## config.mk

```make
export PLATFORM = sky130hd
export DESIGN_NAME = contador_ctrl
export DESIGN_NICKNAME = d
export VERILOG_FILES = /design/src/rtl/contador_ctrl.sv
export SDC_FILE = /design/constraint.sdc
export NUM_CORES = 1
export LEC_CHECK = 0
export BUFFER_PORTS_ARGS = -buffer_cell sky130_fd_sc_hd__buf_2
export CAP_MARGIN = 20
export CORE_MARGIN = 10
export CORE_UTILIZATION = 63
export CTS_BUF_LIST = sky130_fd_sc_hd__clkbuf_16
export DETAILED_ROUTE_END_ITERATION = 16
export PLACE_DENSITY = 0.88
export SYNTH_ARGS = -nofsm -noshare
export SYNTH_HDL_FRONTEND = slang
export SYNTH_SLANG_ARGS = --single-unit
```

## constraint.sdc

```tcl
create_clock -name clk -period 4.75 [get_ports clk]
set_input_delay 0.95 -clock clk [delete_from_list [all_inputs] [get_ports clk]]
set_output_delay 0.95 -clock clk [all_outputs]
set_load 0.02 [all_outputs]
```

## src/rtl/contador_ctrl.sv

```systemverilog
// contador_ctrl: run/pause/idle sequencer for the iCEstick 5-LED binary counter.
// A prescaler of N bits produces one count step every 2^N clocks while running.
// Buttons are level inputs already synchronized to clk; each rising edge is one command.
// Optional build macro CONTADOR_PINGPONG_EN: the count bounces at 0 and 31 instead of wrapping.
module contador_ctrl #(
   parameter int N = 22
) (
   input  logic       clk,
   input  logic       rst,
   input  logic       btn_start,
   input  logic       btn_stop,
   input  logic       btn_dir,
   output logic [4:0] leds,
   output logic       running,
   output logic       tick
);

   localparam logic [1:0] ST_IDLE  = 2'd0;
   localparam logic [1:0] ST_RUN   = 2'd1;
   localparam logic [1:0] ST_PAUSE = 2'd2;

   localparam logic DIR_UP = 1'b0;
   localparam logic DIR_DN = 1'b1;

   logic [1:0]   state, state_nx;
   logic [4:0]   count, count_nx;
   logic         dir, dir_nx;
   logic [N-1:0] presc, presc_nx;

   // Previous-cycle button levels for rising-edge detection
   logic         start_p0, stop_p0, dirb_p0;
   logic         start_cmd, stop_cmd, dir_cmd;

   // Plain modulo-32 step in the current direction
   function automatic logic [4:0] step_wrap(input logic [4:0] c, input logic d);
      return (d == DIR_UP) ? c + 5'd1 : c - 5'd1;
   endfunction

`ifdef CONTADOR_PINGPONG_EN
   // Step that reflects off the ends; returns {new_dir, new_count}
   function automatic logic [5:0] step_bounce(input logic [4:0] c, input logic d);
      if (d == DIR_UP && c == 5'd31) return {DIR_DN, 5'd30};
      if (d == DIR_DN && c == 5'd0)  return {DIR_UP, 5'd1};
      return {d, step_wrap(c, d)};
   endfunction

   logic [5:0] bnc;
`endif

   assign start_cmd = btn_start & ~start_p0;
   assign stop_cmd  = btn_stop  & ~stop_p0;
   assign dir_cmd   = btn_dir   & ~dirb_p0;

   // Tick is the last prescaler value while running; the step happens on that edge
   assign tick    = (state == ST_RUN) && (presc == '1);
   assign running = (state == ST_RUN);
   assign leds    = count;

   // Next-state logic: stop outranks start, direction toggles independently
   always_comb begin
      state_nx = state;
      count_nx = count;
      dir_nx   = dir ^ dir_cmd;
      presc_nx = '0;
`ifdef CONTADOR_PINGPONG_EN
      bnc      = step_bounce(count, dir);
`endif
      case (state)
         ST_IDLE: begin
            count_nx = '0;
            if (start_cmd) state_nx = ST_RUN;
         end
         ST_RUN: begin
            if (stop_cmd) begin
               // A stop on a tick cycle freezes the count without stepping
               state_nx = ST_PAUSE;
            end else begin
               presc_nx = presc + 1'b1;
               if (tick) begin
`ifdef CONTADOR_PINGPONG_EN
                  count_nx = bnc[4:0];
                  // A bounce forces the direction and overrides a coincident toggle
                  if (bnc[5] != dir) dir_nx = bnc[5];
`else
                  count_nx = step_wrap(count, dir);
`endif
               end
            end
         end
         ST_PAUSE: begin
            if (stop_cmd) begin
               state_nx = ST_IDLE;
               count_nx = '0;
            end else if (start_cmd) begin
               state_nx = ST_RUN;
            end
         end
         default: begin
            state_nx = ST_IDLE;
            count_nx = '0;
         end
      endcase
   end

   // State, count, direction, prescaler and button history registers
   always_ff @(posedge clk or posedge rst) begin
      if (rst) begin
         state    <= ST_IDLE;
         count    <= '0;
         dir      <= DIR_UP;
         presc    <= '0;
         start_p0 <= 1'b0;
         stop_p0  <= 1'b0;
         dirb_p0  <= 1'b0;
      end else begin
         state    <= state_nx;
         count    <= count_nx;
         dir      <= dir_nx;
         presc    <= presc_nx;
         start_p0 <= btn_start;
         stop_p0  <= btn_stop;
         dirb_p0  <= btn_dir;
      end
   end

endmodule

```

==> results of run 1 <==
-- cell type report --
type	count	area share, %
clock buffers	5	6.61
clock inverters	2	0.397
inverters	7	1.39
multi-input cells	128	42.7
flip-flops and latches	33	43.6
well taps	30	1.98
repair buffers	12	3.30
-- sequential cells by signal, summed over array words and instances (netlist names) --
name / cells
dir: 1
dirb_p0: 1
leds: 5
presc: 22
start_p0: 1
state: 2
stop_p0: 1
-- cell families after synthesis --
logic type      Yosys count  share of synthesized area [%]
simple gates             83                           25.1
flops                    33                           49.5
xor+xnor                 24                           12.6
compound gates           16                           6.53
buf+inv                   9                           2.03
fa+ha+maj                 5                           4.20
-- cell usage in the layout (no fill, tap or decap) --
| cell type | count |
|---|---|
| a21o_1 | 1 |
| a21oi_1 | 2 |
| a22oi_1 | 2 |
| a31oi_1 | 1 |
| a32oi_1 | 1 |
| and2_1 | 2 |
| and2_2 | 1 |
| and3_1 | 4 |
| buf_2 | 11 |
| buf_4 | 1 |
| clkbuf_16 | 5 |
| clkinv_1 | 1 |
| dfrtp_1 | 33 |
| fa_1 | 1 |
| ha_1 | 4 |
| inv_1 | 8 |
| nand2_1 | 16 |
| nand2b_1 | 3 |
| nand3_1 | 10 |
| nand4_1 | 4 |
| nand4_2 | 3 |
| nor2_1 | 31 |
| nor2b_1 | 4 |
| nor3_1 | 4 |
| nor4_4 | 1 |
| o21ai_0 | 6 |
| o22ai_1 | 1 |
| o2bb2ai_1 | 1 |
| o41ai_2 | 1 |
| xnor2_1 | 10 |
| xor2_1 | 14 |
-- cells in the mapped netlist --
| cell | number | area share [%] |
|---|---|---|
| o2bb2ai_1 | 1 | 0.53 |
| a21o_1 | 1 | 0.45 |
| clkbuf_1 | 2 | 0.45 |
| o41ai_2 | 1 | 0.98 |
| o21ai_0 | 6 | 1.8 |
| dfrtp_1 | 33 | 50 |
| xnor2_1 | 10 | 5.3 |
| fa_1 | 1 | 1.2 |
| nand2_1 | 16 | 3.6 |
| nor3_1 | 4 | 1.2 |
| xor2_1 | 14 | 7.4 |
| nor2_1 | 31 | 7.0 |
| nand4_2 | 3 | 2.3 |
| inv_1 | 7 | 1.6 |
| a32oi_1 | 1 | 0.53 |
| nand2b_1 | 3 | 1.1 |
| nor2b_1 | 4 | 1.5 |
| and2_1 | 2 | 0.75 |
| and2_2 | 1 | 0.45 |
| and3_1 | 4 | 1.5 |
| nand3_1 | 10 | 3.0 |
| nand4_1 | 4 | 1.5 |
| nor4_4 | 1 | 1.3 |
| a31oi_1 | 1 | 0.38 |
| ha_1 | 4 | 3.0 |
| a22oi_1 | 2 | 0.90 |
| o22ai_1 | 1 | 0.38 |
| a21oi_1 | 2 | 0.60 |
-- metal layers --
metal  vias up  routed length (um)  track usage (%)
li1        603                   -                -
met1       617                1380             14.6
met2        26                1700             22.9
met3        10                 164             5.65
met4         0                 106             8.60
met5         -                   0                0
-- metrics by stage --
| stage | std cells | setup WS (ps) | hold slack, ps | power, uW |
|---|---|---|---|---|
| after floorplan | 170 | 2150 | 455 | 393 |
| after global placement | 210 | 2110 | 466 | 413 |
| after detailed placement | 210 | 1990 | 492 | 420 |
| after CTS | 217 | 1660 | 500 | 713 |
| after global routing | 217 | 1470 | 539 | 739 |
| final | 217 | 1660 | 501 | 707 |
-- power by group --
group          leakage (uW)  total [uW]  internal, uW  switching [uW]
combinational      0.000357         108          34.2            73.4
sequential         0.000449         311           296            15.3
clock             0.0000685         288           186             102
total              0.000874         707           516             191
-- final timing paths --
check,to,slack (ps)
min in group asynchronous,presc[9],750
setup / recovery,tick,1660
setup reg to reg,leds[3],2570
hold reg to reg,state[0],500
max in group asynchronous,presc[13],3710
hold / removal,state[0],500
==> flow_summary.ini, run 1 <==
[flow_run]
drv_cap = 0

[setup_path]
crit_path_end_kind = output port
rr_startpoint = presc[0]
reg2reg_depth = 6
cp_common_cell = nand4_2
crit_cells = 6
crit_path_cell_trace = ha_1 -> nand4_2 -> nor4_4 -> nand4_2 -> nor2_1 -> buf_2
crit_family = simple AND/OR/NAND/NOR gates
worstSetupStartpointType = flop
worst-path-buf-inv = 1
cpPeakStageDelay_ps = 520
cp-startpoint = presc[0]
arrival_ps = 2140
path_class = reg2out
critPathSlowestCell = nor4_4
cp.required_ps = 3800
crit_fanout = 7

[sta]
fin_crit_sh_pct = 65.1
tightest_slew_ps = 909
tns_ps = 0
finalHoldViolCount = 0
setup_viol = 0
skew_ps = 1.92
relSlewSlack_pct = 38.9
period_needed_ps = 3090
report.final.slew_viol_count = 0
grt_setup_unrepaired = no
fmax_mhz = 323

[synth]
synth_area_um2 = 1670
syn_inst = 170
synth_nets = 180
avgSynthCellArea_um2 = 9.81
yosysUniqueCellTypes = 28
ys_seq_area_share_pct = 49.5
yosysWarnings = 0
synth-seq-cells = 33

[clock_tree]
clk_path_buf_depth = 2
clockRootBuffer = clkbuf_16
clkTransAtPathRegs_ps = 50
cts_tree = done
cts_max_level = 2
clk_latency_ps = 270
post-cts-setup-buffers = 0
cts_hold_buf = 0
numCtsBuffers = 5
cts-resized-gates = 0
numClockSinks = 33

[floorplan]
core-area_um2 = 2500
ioPinCount = 12
initial_utilization_pct = 66.7
dieArea_um2 = 5110
row_count = 18
die_height_um = 71.5
die_x_um = 71.5

[finish]
drive_gt1_share_pct = 12.3
fill_cells = 169
nNetsFinal = 197
area_growth_syn_to_layout_pct = 13.5
regArea_um2 = 826
design_area_um2 = 1890
fin_util_pct = 75.7
antenna_cells = 0
multiInputGateArea_um2 = 808

[routing]
remaining_drc_errors = 0
drt_iter0_markers = 161
vias = 1256
wl_per_cell_um = 15.4
wirelength_mm = 3.35
routed_via_density = 5.79
drt_pass1_iterations = 4
ant_nets = 0

[pwr]
peakVddDrop_mv = 0.368
leakage_uw = 0.000874
cellPowerDensity_nw_per_um2 = 374

[min_path]
hold_depth = 1
hold_class = reg2reg
min_from = state[0]

[grt]
grt_pass1_wl_mm = 5.66
overflow = 0
grt_max_degree = 34
grt.total_usage_pct = 14.0
grt_antenna_before_repair = 0
grt_pass1_vias = 1234

[outcome]
status = finished clean

[placement]
portBuffers = 11
gp_congestion = 0.922
place_area_um2 = 1760
hpwl_mm = 2.30
Note: power is estimated with default switching activity, not from simulation.
==> run 2: changes to the inputs <==
- ABC_AREA: not set -> 1
- CORE_UTILIZATION: 63 -> 59
- PLACE_DENSITY: 0.88 -> 0.83
- clock period: 4.75 -> 2.9 ns (I/O delays scaled with it)
==> run 2 against run 1 <==
Final cell count rose by 29%. Via count rose by 17%. Synthesized cell count rose by 34%. Critical path depth rose by 2. Critical endpoint unchanged. First-iteration DRC count fell by 52%. Global-route usage rose by 0.56 points. Die area rose by 11%. Clock power rose by 66%. Clock-buffer cell count did not move.
==> flow_summary.ini, run 2 <==
[finish]
design_area_um2 = 2040
area_growth_syn_to_layout_pct = 12.8
layout_commonest_cell = nand2_1
fill_cells = 244
drive_gt1_share_pct = 13.8
nNetsFinal = 256
antenna_cells = 0
regMostFlops = presc
largest_reg_flops = 22
final_cell_mix = nand2_1, nor2_1, dfrtp_1

[setup_path]
critPathSlowestCell = dfrtp_1
reg2reg_depth = 6
path_class = reg2out
r2r_setup_slack_ps = 1300
crit_path_cell_trace = ha_1 -> nand2_1 -> nor2_4 -> nand2_4 -> nor2_8 -> nand2_1 -> nor2_1 -> buf_2
cp_common_cell = nand2_1
crit_path_end_kind = output port
arrival_ps = 1690
cpPeakStageDelay_ps = 360
reg2reg_to = presc[5]
cp.required_ps = 2320
rr_startpoint = state[1]
worstSetupStartpointType = flop
crit_fanout = 6

[min_path]
hold_class = in2async

[synth]
synthMuxAreaShare_pct = 0
synth_compound_area_share_pct = 9.66
ys_seq_area_share_pct = 45.5
synth_edf_count = 0
yosysWarnings = 0
synth.most_common_cell = nand2_1
yosysTopAreaCell = dfrtp_1
synthSimpleGateAreaFrac_pct = 33.4
ys.flop_type = dfrtp_1
synthAdderAreaFrac_pct = 3.86
yosysUniqueCellTypes = 30
synth_nets = 238
synth_top_family_by_area = simple AND/OR/NAND/NOR gates
synthTopCellsByCount = nand2_1, nor2_1, dfrtp_1, inv_1, a21oi_1
syn_inst = 228
synth_area_um2 = 1810
avgSynthCellArea_um2 = 7.95
async_reset_ff_share_pct = 100
synth-seq-cells = 33
synth_top_area_share_pct = 45.5
synth.area.top_cells = dfrtp_1, nand2_1, nor2_1, inv_1, a21oi_1
synth_xor_area_share_pct = 1.45

[grt]
grt_pass1_vias = 1530
grt_max_degree = 34
grt_pass1_wl_mm = 6.44
grt.total_usage_pct = 14.5
overflow = 0
grt_antenna_before_repair = 0

[flow_run]
drv_cap = 0

[placement]
portBuffers = 11
hpwl_mm = 2.41
gp_congestion = 0.809
place_area_um2 = 1910

[sta]
tightest_slew_ps = 461
setup_viol = 0
grt_setup_unrepaired = no
skew_ps = 3.79
period_needed_ps = 2270
tns_ps = 0
relSlewSlack_pct = 69.1
fmax_mhz = 441
report.final.slew_viol_count = 0
hold_ws_ps = 383
finalHoldViolCount = 0
fin_crit_sh_pct = 78.2

[floorplan]
initial_utilization_pct = 60.4
die_height_um = 75.4
dieArea_um2 = 5690
ioPinCount = 12
core-area_um2 = 3000
row_count = 20
die_x_um = 75.4

[clock_tree]
clk_path_buf_depth = 2
post-cts-setup-buffers = 0
numCtsBuffers = 5
clkTransAtPathRegs_ps = 50
cts_tree = done
numClockSinks = 33
cts-resized-gates = 0
clockRootBuffer = clkbuf_16
cts_hold_buf = 0
cts_max_level = 2
clk_latency_ps = 280

[pwr]
peakVddDrop_mv = 0.478
leakage_uw = 0.000962
total_power_uw = 1620
cellPowerDensity_nw_per_um2 = 793

[routing]
vias = 1467
drt_iter0_markers = 77
wl_per_cell_um = 12.2
remaining_drc_errors = 0
wirelength_mm = 3.39
ant_nets = 0
drt_pass1_iterations = 4
routed_via_density = 5.26

[outcome]
status = finished clean
[run 2: cell type report]
type / count / area, um^2 / area share [%]
Clock inverter: 2 / 7.51 / 0.367
Multi-Input combinational cell: 166 / 877 / 42.9
Sequential cell: 33 / 826 / 40.4
Inverter: 28 / 105 / 5.14
Timing Repair Buffer: 12 / 62.6 / 3.06
Clock buffer: 5 / 125 / 6.12
Tap cell: 33 / 41.3 / 2.02
[run 2: worst max-delay path, delay by kind of cell, from the launching register on]
family	cells	cell delay, ps
DFF	1	360
buffers and inverters	1	160
and+or+nand+nor	6	700
adders and majority gates	1	200
[run 2: per-layer routing]
metal / share of wire, % / global-route usage, % / up-vias
met5: 0 / 0 / -
met4: 1.6 / 5.57 / 0
met3: 4.6 / 4.95 / 8
met2: 49 / 25.1 / 18
met1: 45 / 16.1 / 677
li1: - / - / 764
[run 2: worst max-delay path by stage]
stage	to	start	slack (ps)	depth (start not counted)
finish	tick	presc[0]	630	8
global route	tick	presc[0]	520	8
CTS	tick	presc[0]	620	8
detailed placement	tick	presc[0]	920	8
global placement	tick	presc[0]	960	8
floorplan	tick	presc[0]	980	7
[run 2: cell families (layout without fill, tap and decap cells)]
logic type      count (synthesis)  count (layout)
simple gates                  127             127
flops                          33              33
compound gates                 31              31
buf+inv                        29              47
fa+ha+maj                       5               5
xor+xnor                        3               3
[run 2: per-stage QoR]
stage,instances,setup slack [ps],util (%)
after floorplan,228,976,-
after global placement,272,964,63.7
after detailed placement,272,918,63.7
after CTS,279,620,68.1
after global routing,279,522,68.1
final,279,631,68.1
[run 2: power breakdown]
| group | internal [uW] | total (uW) | switching (uW) | leakage [uW] |
|---|---|---|---|---|
| Clock | 306 | 479 | 174 | 0.0000685 |
| Combinational | 201 | 563 | 363 | 0.000447 |
| Sequential | 523 | 579 | 55.8 | 0.000446 |
| Total | 1030 | 1620 | 592 | 0.000962 |
